`src/rtl/debounce_pkg.sv`:
```
// -----------------------------------------------------------------------------
// debounce_pkg
// Shared definitions for the input-conditioning (debounce) stage.
//   deb_state_t       : four-state debounce FSM encoding
//   DEB_SYNC_STAGES   : default synchroniser depth
//   DEB_STABLE_CYCLES : default number of cycles a new level must hold
//   deb_cnt_w()       : width of a counter able to hold 0..stable_cycles-1,
//                       with one bit of headroom
// -----------------------------------------------------------------------------
package debounce_pkg;

    typedef enum logic [1:0] {
        IDLE_LOW   = 2'd0,
        CHECK_HIGH = 2'd1,
        IDLE_HIGH  = 2'd2,
        CHECK_LOW  = 2'd3
    } deb_state_t;

    localparam int DEB_SYNC_STAGES   = 2;
    localparam int DEB_STABLE_CYCLES = 4;

    function automatic int deb_cnt_w(input int stable_cycles);
        return $clog2(stable_cycles) + 1;
    endfunction

endpackage

```
`src/rtl/sync_chain.sv`:
```
// -----------------------------------------------------------------------------
// sync_chain
// Parameterised N-flop synchroniser for a single asynchronous input.
// Reusable for any asynchronous level signal entering the clk domain.
//   clk  in  1  capture clock, rising edge
//   rst  in  1  asynchronous active-high reset, clears every stage to 0
//   d    in  1  asynchronous input
//   q    out 1  synchronised output (last stage)
// -----------------------------------------------------------------------------
module sync_chain #(
    parameter int STAGES = 2
) (
    input  logic clk,
    input  logic rst,
    input  logic d,
    output logic q
);

    logic [STAGES-1:0] r_sync;
    logic [STAGES-1:0] w_sync_in;

    // Stage 0 captures the raw input; each later stage captures its
    // predecessor.
    assign w_sync_in[0] = d;

    generate
        for (genvar gi = 1; gi < STAGES; gi++) begin : g_link
            assign w_sync_in[gi] = r_sync[gi-1];
        end
    endgenerate

    always_ff @(posedge clk or posedge rst) begin
        if (rst) begin
            r_sync <= '0;
        end else begin
            r_sync <= w_sync_in;
        end
    end

    assign q = r_sync[STAGES-1];

endmodule

```
`src/rtl/sig_debounce.sv`:
```
// -----------------------------------------------------------------------------
// sig_debounce
// Synchronises a bouncy asynchronous input and only lets a new level through
// once it has been seen for STABLE_CYCLES consecutive synchronised cycles.
// The clean level feeds a downstream edge detector, so every genuine input
// change becomes exactly one transition of sig_out.
//   clk     in  1  system clock, rising edge
//   rst     in  1  asynchronous active-high reset
//   raw_in  in  1  asynchronous, possibly bouncing input
//   sig_out out 1  debounced level (registered)
//   stable  out 1  high while no candidate change is pending (registered)
//   glitch  out 1  one-cycle pulse when a candidate change is abandoned
// -----------------------------------------------------------------------------
module sig_debounce
    import debounce_pkg::*;
#(
    parameter int SYNC_STAGES   = DEB_SYNC_STAGES,
    parameter int STABLE_CYCLES = DEB_STABLE_CYCLES
) (
    input  logic clk,
    input  logic rst,
    input  logic raw_in,
    output logic sig_out,
    output logic stable,
    output logic glitch
);

    // Derived only; the counter never needs to exceed STABLE_CYCLES-1.
    localparam int                CNT_W    = deb_cnt_w(STABLE_CYCLES);
    localparam logic [CNT_W-1:0]  CNT_LAST = CNT_W'(STABLE_CYCLES - 1);
    localparam logic [CNT_W-1:0]  CNT_ONE  = CNT_W'(1);

    logic             w_s;
    deb_state_t       r_state;
    deb_state_t       w_state_next;
    logic [CNT_W-1:0] r_cnt;
    logic [CNT_W-1:0] w_cnt_next;
    logic             r_sig_out;
    logic             w_sig_out_next;
    logic             r_stable;
    logic             w_stable_next;
    logic             r_glitch;
    logic             w_glitch_next;

    // raw_in only reaches the FSM through the synchroniser.
    sync_chain #(
        .STAGES (SYNC_STAGES)
    ) u_sync (
        .clk (clk),
        .rst (rst),
        .d   (raw_in),
        .q   (w_s)
    );

    always_comb begin
        w_state_next   = r_state;
        w_cnt_next     = r_cnt;
        w_sig_out_next = r_sig_out;
        w_glitch_next  = 1'b0;

        case (r_state)
            IDLE_LOW: begin
                if (w_s) begin
                    // First cycle of the candidate already counts.
                    w_state_next = CHECK_HIGH;
                    w_cnt_next   = CNT_ONE;
                end else begin
                    w_cnt_next   = '0;
                end
            end
            CHECK_HIGH: begin
                if (!w_s) begin
                    w_state_next  = IDLE_LOW;
                    w_cnt_next    = '0;
                    w_glitch_next = 1'b1;
                end else if (r_cnt == CNT_LAST) begin
                    w_state_next   = IDLE_HIGH;
                    w_sig_out_next = 1'b1;
                    w_cnt_next     = '0;
                end else begin
                    w_cnt_next = r_cnt + CNT_ONE;
                end
            end
            IDLE_HIGH: begin
                if (!w_s) begin
                    w_state_next = CHECK_LOW;
                    w_cnt_next   = CNT_ONE;
                end else begin
                    w_cnt_next   = '0;
                end
            end
            CHECK_LOW: begin
                if (w_s) begin
                    w_state_next  = IDLE_HIGH;
                    w_cnt_next    = '0;
                    w_glitch_next = 1'b1;
                end else if (r_cnt == CNT_LAST) begin
                    w_state_next   = IDLE_LOW;
                    w_sig_out_next = 1'b0;
                    w_cnt_next     = '0;
                end else begin
                    w_cnt_next = r_cnt + CNT_ONE;
                end
            end
            default: begin
                w_state_next = IDLE_LOW;
                w_cnt_next   = '0;
            end
        endcase

        // stable is registered alongside the state so it is glitch-free.
        w_stable_next = (w_state_next == IDLE_LOW) || (w_state_next == IDLE_HIGH);
    end

    always_ff @(posedge clk or posedge rst) begin
        if (rst) begin
            r_state   <= IDLE_LOW;
            r_cnt     <= '0;
            r_sig_out <= 1'b0;
            r_stable  <= 1'b1;
            r_glitch  <= 1'b0;
        end else begin
            r_state   <= w_state_next;
            r_cnt     <= w_cnt_next;
            r_sig_out <= w_sig_out_next;
            r_stable  <= w_stable_next;
            r_glitch  <= w_glitch_next;
        end
    end

    assign sig_out = r_sig_out;
    assign stable  = r_stable;
    assign glitch  = r_glitch;

endmodule

```
`config.mk`:
```
export PLATFORM = sky130hd
export DESIGN_NAME = sig_debounce
export DESIGN_NICKNAME = d
export VERILOG_FILES = /design/src/rtl/debounce_pkg.sv /design/src/rtl/sync_chain.sv /design/src/rtl/sig_debounce.sv
export SDC_FILE = /design/constraint.sdc
export NUM_CORES = 1
export LEC_CHECK = 0
export ABC_AREA = 1
export CORE_AREA = 4 4 41 43
export DETAILED_ROUTE_END_ITERATION = 6
export DIE_AREA = 0 0 45 47
export PLACE_DENSITY_LB_ADDON = 0.1
export SKIP_LAST_GASP = 1
export SYNTH_ARGS = -nofsm -noshare
export SYNTH_HDL_FRONTEND = slang
export SYNTH_SLANG_ARGS = --single-unit
```
`constraint.sdc`:
```
create_clock -name clk -period 1.3 [get_ports clk]
set_clock_uncertainty 0.05 [all_clocks]
set_input_delay 0.26 -clock clk [delete_from_list [all_inputs] [get_ports clk]]
set_output_delay 0.26 -clock clk [all_outputs]
set_load 0.01 [all_outputs]
```
* Word level (Yosys, flattened, before mapping)
Index checks and enable logic that the tools add are counted.
** Word-level totals
- Output and inout bits :: 3
- Logic and storage cells :: 42
- Input port bits :: 3
- Register bits :: 10
** Operators by class
- Eq/ne operators :: 9
- $add $sub $neg :: 1
- Mux-type cells :: 21
- Reduce and logical (&&, ||, !) cells :: 5
** Operators by type and width (number)
- $mux 2 :: 6
- $pmux 3 s4 :: 1
- $mux 3 :: 3
- $mux 1 :: 8
- $pmux 2 s4 :: 1
- $eq 2x2->1 const B :: 3
- $ne 2x2->1 const B :: 3
- $reduce_and 5->1 :: 1
- $logic_not 2->1 :: 2
- $pmux 1 s2 :: 2
- $add 3x1->3 const B :: 1
- $eq 3x2->1 const B :: 1
- $eq 2x1->1 const B :: 1
- $ne 2x1->1 const B :: 1
- $reduce_bool 2->1 :: 1
- $logic_or 1x1->1 :: 1

* Logic depth before layout (Yosys ltp)
- Depth in word-level cells :: 6
- Depth in mapped cells :: 5
- Depth with buffers taken out :: 5

* Cells and area by module
A second synthesis with hierarchy kept.
** Unflattened totals
- Cells, all modules :: 39
- Area, all modules :: 387.9 um^2
** Modules (own cells, without submodules)
- sig_debounce :: cells an instance 36, area an instance 334.1 um^2, instances 1
- sync_chain :: cells an instance 3, area an instance 53.8 um^2, instances 1

* Worst setup path before layout
No wires, ideal clock.
- Path kind :: reg-to-reg
- Start point :: register r_cnt[0]
- End point :: register r_sig_out (netlist: sig_out)
- Period minus slack after synthesis :: 1026 ps
- Data required time :: 1128 ps
- Path slack :: 274 ps
- Setup time :: 122 ps
- Arrival time :: 854 ps
- Cell stages (with the launch flop) :: 6
- Cell sequence :: dfrtp_1 -> ha_1 -> nand3_2 -> nor2_1 -> nor2_1 -> nor2_1
** On the way
- Cells in the longest elaborated chain, start to end :: 3
- Elaborated cells between the ends (all ways) :: 4
- Those cells by class :: 3 x eq/ne; 1 x reduce/logical
** RTL lines
- from (decl) :: line sig_debounce.sv:36 : logic [CNT_W-1:0] r_cnt;
- from (signal assigned) :: line sig_debounce.sv:124 : r_cnt <= w_cnt_next;
- $eq 3x2->1 * :: line sig_debounce.sv:76, sig_debounce.sv:97
- $ne 2x2->1 (no source line)
- $reduce_and 5->1 (no source line) *
- to (signal assigned) :: line sig_debounce.sv:125 : r_sig_out <= w_sig_out_next;
- to (decl) :: line sig_debounce.sv:38 : logic r_sig_out;
Mark *: on every way between the ends. The rest lies on a longest branch, timed or not.
A chain may end at the register's enable or synchronous reset.

* Worst setup path in the final report
- Start point :: register r_sig_out (netlist: sig_out)
- End point :: output sig_out
** RTL lines
- to (decl) :: line sig_debounce.sv:23 : output logic sig_out,
No word-level cell between the ends.

==> results.cfg <==
[status]
status = finished, final reports clean

[floorplanning]
dieArea_sq_um = 2120
dieWidth_um = 45
die_y_um = 47
io-pin-count = 6
start_util_pct = 28.9
core_sq_um = 1300
rows = 13

[logic_synthesis]
ys_warn_count = 0
avgSynthCellArea_sq_um = 10.5
ys_seq_elements = 10
syn_inst = 36
synth_area_sq_um = 377
seq_area_frac_synth_pct = 66.8
ys_types = 13
synth_nets = 40

[power]
power.clock.fraction_pct = 23.1
pwr-share-comb_pct = 26.6
cellPowerDensity_nw_per_um2 = 2000
power.switching_mw = 0.293
seq_power_share_pct = 50.4
swShare_pct = 31.6
internal-power_mw = 0.635
peakVddDrop_uv = 676
power_mw = 0.929
leakagePower_nw = 0.243

[place]
dp_cells = 56
dp_hpwl_um = 444
gp_congestion = 0.664
io_buffers = 5

[finish]
nNetsFinal = 50
multi_input_area_sq_um = 98.8
layout_common_cells = dfrtp_1, nand2_1, inv_1, nor2_1, clkbuf_4
seqCellArea_sq_um = 251
layoutNonFillerInstCount = 60
n_fill_cell = 142
layout-drive-gt1-share_pct = 20.0
mostFrequentLayoutCell = dfrtp_1
diodes = 0
areaGrowthSynthToFinish_pct = 23.3

[timing]
slew_viol_final = 0
fin_crit_ns = 1.21
setup_viol = 0
final-hold-violation-count = 0
fmax_mhz = 823
finalCritPeriodShare_pct = 93.4
slew_headroom_pct = 75.3
holdWs_ns = 0.218
rsz0062_at_grt = no
tightest_slew_ns = 0.370

[grt]
grt_max_degree = 11
grt_overflow = 0
grt_usage_pct = 7.37
grt_pass1_wl_um = 1030
grt_pass1_vias = 270
antenna_found_initial = 0

[min_path]
hold_class = in2async

[critical_path]
cp-startpoint = sig_out
worst_path_largest_cell_delay_ns = 0.37
reg2reg_from = r_cnt[0]
critPathKind = reg2out
crit_path_end_kind = primary output
cp-start-kind = register
worstPathRequired_ns = 0.99
cpMaxStageDelayCell = dfrtp_1
path_cells = dlygate4sd2_1
cpLargestDelayFamily = flip-flops
cp.arrival_ns = 0.90
crit_buf_inv = 1
crit_path_max_fanout = 2

[detailed_routing]
wirelength_um = 597
dr.pass1.iters = 2
drt-initial-drc-count = 4
vias = 252
drc = 0
ant_nets = 0
routedWlPerCell_um = 9.95
vias_per_cell = 4.20

[clock_network]
cts_htree_levels = 1
cts_inserted_buffers = 3
clock-sinks = 10
cts-root-buf = clkbuf_4
clkTransAtPathRegs_ns = 0.06
cts_hold_buf = 0
clock_path_buffers = 2
clk-insertion-delay-late_ns = 0.26
tritoncts = yes

[run]
drv_cap = 0
==> logic make-up after synthesis <==
family / share of synthesized area, %
compound gates: 2.66
simple gates: 20.3
fa+ha+maj: 3.32
buf+inv: 6.98
flops: 66.8
==> per-layer routing <==
metal / vias to the layer above / GRT usage, % / share of wire, %
met2: 8 / 11.0 / 49
met5: - / 0 / 0
met4: 0 / 7.02 / 2.3
met3: 2 / 4.60 / 6.2
li1: 125 / - / -
met1: 117 / 6.86 / 43
==> layout make-up <==
class                   count  share of cell area (%)
flip-flops and latches     10                    54.2
multi-input cells          19                    21.3
clock buffers               4                    5.66
inverters                   7                    5.66
well taps                  15                    4.04
repair buffers              5                    9.16
==> flip-flops by register name, indices dropped and copies added (netlist names) <==
| register | count |
|---|---|
| r_cnt | 3 |
| stable | 1 |
| sig_out | 1 |
| u_sync.r_sync | 2 |
| r_state | 2 |
| glitch | 1 |
==> timing repair <==
action                                  in CTS  in global routing
setup buffers                                0                  0
gates resized for setup                      3                  2
endpoints found under the setup margin       3                  1
==> power by group through the flow <==
stage          clock [mW]  sequential [mW]  combinational (mW)
2_1_floorplan           0            0.489               0.141
3_3_place_gp            0            0.469               0.272
3_5_place_dp            0            0.476               0.283
4_1_cts             0.228            0.468               0.255
5_1_grt             0.242            0.481               0.281
6_report            0.214            0.468               0.247
==> final timing paths <==
check | end | slack [ns] | depth (start not counted)
worst max-delay path | sig_out | 0.09 | 1
worst min-delay path | r_cnt[0] | 0.22 | 2
worst max register to register | sig_out | 0.17 | 4
worst min register to register | u_sync.r_sync[1] | 0.30 | 0
max in group asynchronous | stable | 0.67 | 2
min in group clk | u_sync.r_sync[1] | 0.30 | 0
==> per-stage QoR <==
stage	setup slack, ns	area (sq um)	util (%)	TNS [ns]
after floorplan	0.274	377	-	0
after global placement	-0.0292	445	34.2	-0.0292
after detailed placement	-0.0258	445	34.2	-0.0258
after CTS	-0.0419	468	36.0	-0.0419
after global routing	0.0398	464	35.7	0
final	0.0854	464	35.7	0
==> cells in the mapped netlist <==
library cell | number | share of area [%]
nand3_2 | 1 | 2.7
nor3_1 | 1 | 1.3
nand2_2 | 1 | 1.7
o21ai_0 | 1 | 1.3
nor2_1 | 5 | 5.0
inv_2 | 1 | 1.0
dfstp_2 | 1 | 7.0
ha_1 | 1 | 3.3
nor3_2 | 1 | 2.7
nand2_1 | 7 | 7.0
dfrtp_1 | 9 | 60
a21oi_1 | 1 | 1.3
inv_1 | 6 | 6.0
Note: power is estimated with default switching activity, not from simulation.
